## src/rtl/aes_arbiter.sv

```systemverilog
// aes_arbiter: round-robin sharing of one aes_core between NREQ requesters; optional run timeout via AES_ARB_TIMEOUT_EN
module aes_arbiter #(
    parameter int NREQ        = 2,
    parameter int LOAD_CYCLES = 2,
    parameter int TIMEOUT     = 64
) (
    input  logic                  clk_i,
    input  logic                  reset_n_i,
    input  logic [NREQ-1:0]       req_valid_i,
    output logic [NREQ-1:0]       req_ready_o,
    input  logic [NREQ*128-1:0]   req_key_i,
    input  logic [NREQ*128-1:0]   req_text_i,
    output logic [NREQ-1:0]       rsp_valid_o,
    input  logic [NREQ-1:0]       rsp_ready_i,
    output logic [127:0]          rsp_data_o,
    output logic                  rsp_err_o,
    output logic                  busy_o,
    output logic                  core_load_o,
    output logic [127:0]          core_key_o,
    output logic [127:0]          core_plaintext_o,
    input  logic                  core_done_i,
    input  logic [127:0]          core_cyphertext_i
);
    localparam int IW = $clog2(NREQ);
    localparam int LW = $clog2(LOAD_CYCLES + 1);

    if (NREQ < 2 || NREQ > 4 || LOAD_CYCLES < 1 || TIMEOUT < 1) begin : g_bad_param
        $error("aes_arbiter: parameter out of range");
    end

    typedef enum logic [1:0] {IDLE, LOAD, RUN, RESP} state_e;

    state_e          state_q, state_d;
    logic [IW-1:0]   rr_q, rr_d, g_q, g_d, gnt;
    logic [LW-1:0]   cnt_q, cnt_d;
    logic [127:0]    key_q, key_d, text_q, text_d, data_q, data_d;
    logic            found;
    int              j;
`ifdef AES_ARB_TIMEOUT_EN
    localparam int TW = $clog2(TIMEOUT + 1);
    logic [TW-1:0]   tcnt_q, tcnt_d;
    logic            err_q, err_d;
    assign rsp_err_o = err_q;
`else
    assign rsp_err_o = 1'b0;
`endif

    assign busy_o           = state_q != IDLE;
    assign core_load_o      = state_q != RUN;
    assign core_key_o       = key_q;
    assign core_plaintext_o = text_q;
    assign rsp_data_o       = data_q;
    assign rsp_valid_o      = (state_q == RESP) ? (NREQ'(1) << g_q) : '0;

    // first valid requester at or after the round-robin pointer, wrapping
    always_comb begin
        found = 1'b0;
        gnt   = '0;
        j     = 0;
        for (int k = 0; k < NREQ; k++) begin
            j = int'(rr_q) + k;
            if (j >= NREQ) j -= NREQ;
            if (!found && req_valid_i[IW'(j)]) begin
                found = 1'b1;
                gnt   = IW'(j);
            end
        end
    end

    // next-state logic: grant, load countdown, run until done, hold response
    always_comb begin
        state_d     = state_q;
        rr_d        = rr_q;
        g_d         = g_q;
        cnt_d       = cnt_q;
        key_d       = key_q;
        text_d      = text_q;
        data_d      = data_q;
        req_ready_o = '0;
`ifdef AES_ARB_TIMEOUT_EN
        tcnt_d      = tcnt_q;
        err_d       = err_q;
`endif
        case (state_q)
            IDLE: if (found && reset_n_i) begin
                req_ready_o[gnt] = 1'b1;
                key_d   = req_key_i[{gnt, 7'd0} +: 128];
                text_d  = req_text_i[{gnt, 7'd0} +: 128];
                g_d     = gnt;
                cnt_d   = LW'(LOAD_CYCLES - 1);
                state_d = LOAD;
            end
            LOAD: begin
                if (cnt_q == '0) begin
                    state_d = RUN;
`ifdef AES_ARB_TIMEOUT_EN
                    tcnt_d  = '0;
`endif
                end else begin
                    cnt_d = cnt_q - 1'b1;
                end
            end
            RUN: begin
                if (core_done_i) begin
                    data_d  = core_cyphertext_i;
                    state_d = RESP;
`ifdef AES_ARB_TIMEOUT_EN
                    err_d   = 1'b0;
                end else if (tcnt_q == TW'(TIMEOUT)) begin
                    data_d  = '0;
                    err_d   = 1'b1;
                    state_d = RESP;
                end else begin
                    tcnt_d  = tcnt_q + 1'b1;
`endif
                end
            end
            RESP: if (rsp_ready_i[g_q]) begin
                rr_d    = (g_q == IW'(NREQ - 1)) ? '0 : g_q + 1'b1;
                state_d = IDLE;
            end
            default: state_d = IDLE;
        endcase
    end

    // state and datapath registers, cleared by async reset
    always_ff @(posedge clk_i or negedge reset_n_i) begin
        if (!reset_n_i) begin
            state_q <= IDLE;
            rr_q    <= '0;
            g_q     <= '0;
            cnt_q   <= '0;
            key_q   <= '0;
            text_q  <= '0;
            data_q  <= '0;
`ifdef AES_ARB_TIMEOUT_EN
            tcnt_q  <= '0;
            err_q   <= 1'b0;
`endif
        end else begin
            state_q <= state_d;
            rr_q    <= rr_d;
            g_q     <= g_d;
            cnt_q   <= cnt_d;
            key_q   <= key_d;
            text_q  <= text_d;
            data_q  <= data_d;
`ifdef AES_ARB_TIMEOUT_EN
            tcnt_q  <= tcnt_d;
            err_q   <= err_d;
`endif
        end
    end
endmodule

```

## config.mk

```make
export PLATFORM = sky130hd
export DESIGN_NAME = aes_arbiter
export DESIGN_NICKNAME = d
export VERILOG_FILES = /design/src/rtl/aes_arbiter.sv
export SDC_FILE = /design/constraint.sdc
export NUM_CORES = 1
export LEC_CHECK = 0
export ABC_AREA = 1
export CORE_AREA = 3 3 401 403
export DETAILED_ROUTE_END_ITERATION = 12
export DIE_AREA = 0 0 404 406
export PLACE_DENSITY = 0.43
export RECOVER_POWER = 100
export SLEW_MARGIN = 20
export SYNTH_ARGS = -nofsm -noshare
export SYNTH_HDL_FRONTEND = slang
export SYNTH_SLANG_ARGS = --single-unit
export TNS_END_PERCENT = 30
```

## constraint.sdc

```tcl
create_clock -name clk_i -period 1.7 [get_ports clk_i]
set_clock_uncertainty 0.2 [all_clocks]
set_input_delay 0.34 -clock clk_i [delete_from_list [all_inputs] [get_ports clk_i]]
set_output_delay 0.34 -clock clk_i [all_outputs]
set_load 0.1 [all_outputs]
```

# After elaboration in Yosys (flattened, before gate mapping)

Index checks and enable logic that the tools add are counted.

Add/subtract/negate cells: 5
Magnitude comparators: 7
Eq/ne operators: 9
Shift operators: 3
Mux-type cells: 25
Reductions and logical operators: 13

Operators by type and width:

| cell                  | number |
|---|---|
| $shiftx A256 B9 Y128  | 2 |
| $mux W2               | 8 |
| $mux W1               | 14 |
| $ne A2 B2 Y1 const B  | 5 |
| $pmux W2 S4           | 1 |
| $lt A1 B3 Y1 const B  | 2 |
| $reduce_and A2 Y1     | 3 |
| $eq A2 B2 Y1 const B  | 2 |
| $logic_not A2 Y1      | 2 |
| $lt A1 B2 Y1 const B  | 2 |
| $pmux W2 S2           | 1 |
| $reduce_and A4 Y1     | 1 |
| $reduce_bool A2 Y1    | 2 |
| $logic_and A1 B1 Y1   | 3 |
| $reduce_and A3 Y1     | 1 |
| $add A1 B1 Y2 const B | 1 |
| $eq A2 B1 Y1 const B  | 1 |
| $ge A1 B2 Y1 const B  | 1 |
| $ge A2 B2 Y1 const B  | 1 |
| $ne A2 B1 Y1 const B  | 1 |
| $shl A1 B1 Y2 const A | 1 |
| $sub A1 B1 Y1 const B | 2 |
| $sub A2 B1 Y2 const B | 1 |
| $add A1 B1 Y1 const B | 1 |
| 3 further kinds       | 3 |

Flip-flop bits (word level): 390
Input bits: 647
Output and inout port bits: 391

# Logic depth before layout (Yosys ltp)

Depth in word-level cells: 15
Depth in mapped cells: 8

# Worst setup path after synthesis

No wires, ideal clock.

Kind: register -> output
Start point: reg state_q[0]
End point: out rsp_valid_o[0]
Arrival: 1858 ps
Setup slack: -698 ps
Stages on the path, launching flop included: 4
Path buffers: 0
Cell sequence: dfrtp_1 ha_1 inv_1 nor2_1

Longest elaborated chain between the ends: 2

RTL lines:

| what                     | line | source |
|---|---|---|
| start: declaration       | 33   | `state_e state_q, state_d;` |
| start signal: assignment | 141  | `state_q <= state_d;` |
| $eq A2 B2 Y1             | 53   | `assign rsp_valid_o = (state_q == RESP) ? (NREQ'(1) << g_q) : '0;` |
| $mux W2                  | 53   |  |
| end: declaration         | 13   | `output logic [NREQ-1:0] rsp_valid_o,` |

No other way between the ends.

# Final worst setup path

Start point: reg state_q[0]
End point: out req_ready_o[1]

Longest elaborated chain between the ends: 2

RTL lines:

| what             | line | source |
|---|---|---|
| $logic_not A2 Y1 | 84   | `case (state_q)` |
| $mux W2          | 84   |  |
| end: declaration | 10   | `output logic [NREQ-1:0] req_ready_o,` |

No other way between the ends.

==> run_results.csv <==
group,metric,value,unit
floorplanning,start_util,10.31,%
route,drt-wirelength-per-cell,24.11,um
route,wl_met1,49060,um
floorplanning,num_rows,146,
clocking,clk_pin_slew,60,ps
route,avgViaCountPerCell,3.445,
clocking,clk_latency,630,ps
global_route,track_usage,14.05,%
synthesis,synth_seq_cells,390,
min_path,hold_end,"core_key_o[4]",
layout,area_growth,139.3,%
clocking,htreeDepth,2,
place,preCtsSetupSlack,-560.3,ps
outcome,status,"finished with violations",
global_route,antenna_found_initial,48,
power,total_leakage_power,16.83,nW
route,drtIter0Drc,822,
flow_run,drv_cap,0,
floorplanning,ioPinCount,1038,
power,p_total,0.09924,W
power,ir_drop,1.573,mV
layout,ff_latch_area,0.009784,mm^2
sta,finalCritPeriodShare,138.2,%
route,ant_nets,0,
sta,worst_pin_slew,544.2,ps
min_path,hold_start,"req_key_i[4]",
synthesis,seq_area_frac_synth,59.99,%
layout,multiInputGateArea,0.006372,mm^2
clocking,clock-root-buffer,"clkbuf_16",
setup_path,critPathArrivalTime,1810,ps
layout,final_util,24.67,%
global_route,grt_pass1_wl,159500,um
global_route,grt_pass1_vias,18416,
sta,report.final.slew_viol_count,0,
place,dp.final_hpwl,95560,um
synthesis,syn_inst,1698,
route,met3WireLength,9031,um
floorplanning,core-area,0.1578,mm^2
sta,setup-violations-final,985,
global_route,grt_max_degree,84,
synthesis,mappedNetlistArea,0.01627,mm^2
setup_path,reg2reg_slack,-510,ps
setup_path,worst_ep_required_time,1160,ps
layout,nets,3634,
sta,setup_tns,-165400,ps
layout,fillers,16811,
sta,hold_viol,0,
global_route,overflow,0,
synthesis,avgSynthCellArea,9.581,um^2
floorplanning,die_x,404,um
place,port-buffer-count,1035,
setup_path,rr_worst_depth,13,
min_path,min_path_type,"input port to flop",
setup_path,cp-start-kind,"flop",
setup_path,worstSetupPathType,"flop to output pin",
clocking,clkSinkCount,390,
sta,fin_ws,-648.7,ps
route,drtPass1Iterations,5,
clocking,cts_tree,"done",
power,powerDensity,2549,mW/mm^2
sta,max_freq,0.4258,GHz
setup_path,end_kind,"output pin",
synthesis,yosysUniqueCellTypes,17,
route,num_vias,17565,
min_path,hold_path_depth,3,
outcome,violations,"negative setup slack",
route,dr_wl_met2,61660,um
setup_path,r2r_end,"core_plaintext_o[60]",
place,placedCellCount,4814,
layout,final_cells,5099,
sta,fin_crit,2349,ps
layout,drive_above_1_share,31.13,%
floorplanning,die_area,0.1640,mm^2
clocking,cts_buffer_depth,3,
sta,rsz0062_at_grt,"true",
route,highest_layer,"met5",
synthesis,synth_nets,2351,
sta,slew_headroom,63.72,%
route,routed_wl,122900,um
synthesis,synth-warning-count,0,
route,drc,0,
place,place_congestion,0.8296,
floorplanning,die_y,406,um
setup_path,regToRegStartpoint,"state_q[0]",
setup_path,cp_max_fo,3,
clocking,cts_made_buffers,53,
==> per-layer routing <==
metal,up-vias,global-route usage (%)
met5,-,0
met4,4,3.632
met3,151,4.442
met2,679,24.62
met1,8671,16.52
li1,8060,-
==> kinds of logic after synthesis <==
logic type | Yosys count | synth area share, %
muxes | 128 | 8.860
and+or+nand+nor | 1054 | 26.45
AOI/OAI and AO/OA | 7 | 0.2461
adders and majority gates | 6 | 0.4615
buffers and inverters | 112 | 3.969
other | 1 | 0.02305
DFF | 390 | 59.99
==> cell usage after synthesis (all sizes together) <==
cell	instances	area share [%]
ha	6	0.46
nor2	6	0.23
clkbuf	5	0.12
o21bai	2	0.092
nand3	261	8.1
dfrtp	390	60
inv	13	0.30
conb	1	0.023
buf	94	3.6
o21ai	5	0.15
nand2	787	18
mux2	128	8.9
==> worst max-delay path by stage <==
stage	start	endpoint	slack [ps]
6_report	state_q[0]	req_ready_o[1]	-650
5_1_grt	state_q[0]	req_ready_o[1]	-760
4_1_cts	state_q[1]	req_ready_o[1]	-770
3_5_place_dp	req_valid_i[0]	core_key_o[48]	-560
3_3_place_gp	req_valid_i[0]	core_key_o[48]	-550
2_1_floorplan	state_q[0]	cnt_q[1]	-130
==> state kept, by name, indices dropped and copies added (netlist names) <==
signal and flops:
g_q 1, state_q 2, rr_q 1, core_key_o 128, cnt_q 2, core_plaintext_o 128
rsp_data_o 128
==> per-stage QoR <==
step / hold WS [ps] / instance area (um^2)
after floorplan: -155.6 / 16370
after global placement: 269.9 / 33820
after detailed placement: 277.6 / 33820
after CTS: 0.1425 / 37650
after global routing: 15.51 / 38910
final: 66.64 / 38930
==> cells in the final DEF, fill, tap and decap left out, types with 19 or more instances in the layout <==
| master | instances |
|---|---|
| nand2_1 | 722 |
| dlygate4sd3_1 | 91 |
| buf_6 | 21 |
| dfrtp_1 | 370 |
| buf_4 | 65 |
| dfrtp_2 | 20 |
| buf_12 | 451 |
| buf_16 | 19 |
| clkbuf_16 | 74 |
| clkdlybuf4s50_1 | 644 |
| nand3_1 | 211 |
| mux2_2 | 128 |
| nand3_2 | 49 |
| nand2_2 | 57 |
==> repair_timing <==
| item | 4_1_cts | 5_1_grt |
|---|---|---|
| hold buffers | 91 | 0 |
| gates cloned | 15 | 25 |
| endpoints found under the hold margin | 156 | 0 |
| gates resized for setup | 111 | 160 |
| endpoints found under the setup margin | 775 | 869 |
| buffers inserted | 39 | 23 |
| pin swaps | 19 | 10 |
==> power breakdown <==
| part | internal, W | total [W] | switching [W] |
|---|---|---|---|
| clock network | 0.00648 | 0.0113 | 0.00477 |
| registers | 0.0140 | 0.0196 | 0.00555 |
| logic | 0.0245 | 0.0684 | 0.0439 |
==> worst max-delay path: stages, from the launching register on <==
cell	delay (ps)
dfrtp_1	380
inv_2	90
ha_4	150
nand3_4	90
nor2_4	130
buf_12	140
buf_16	170
==> layout make-up <==
class	instances	area share, %
clock inverters	10	0.4050
clock buffers	80	3.924
well taps	2072	6.659
multi-input cells	1196	16.37
diodes	11	0.07071
repair buffers	1327	47.29
flip-flops and latches	390	25.13
inverters	13	0.1511
(Power assumes the default switching activity.)
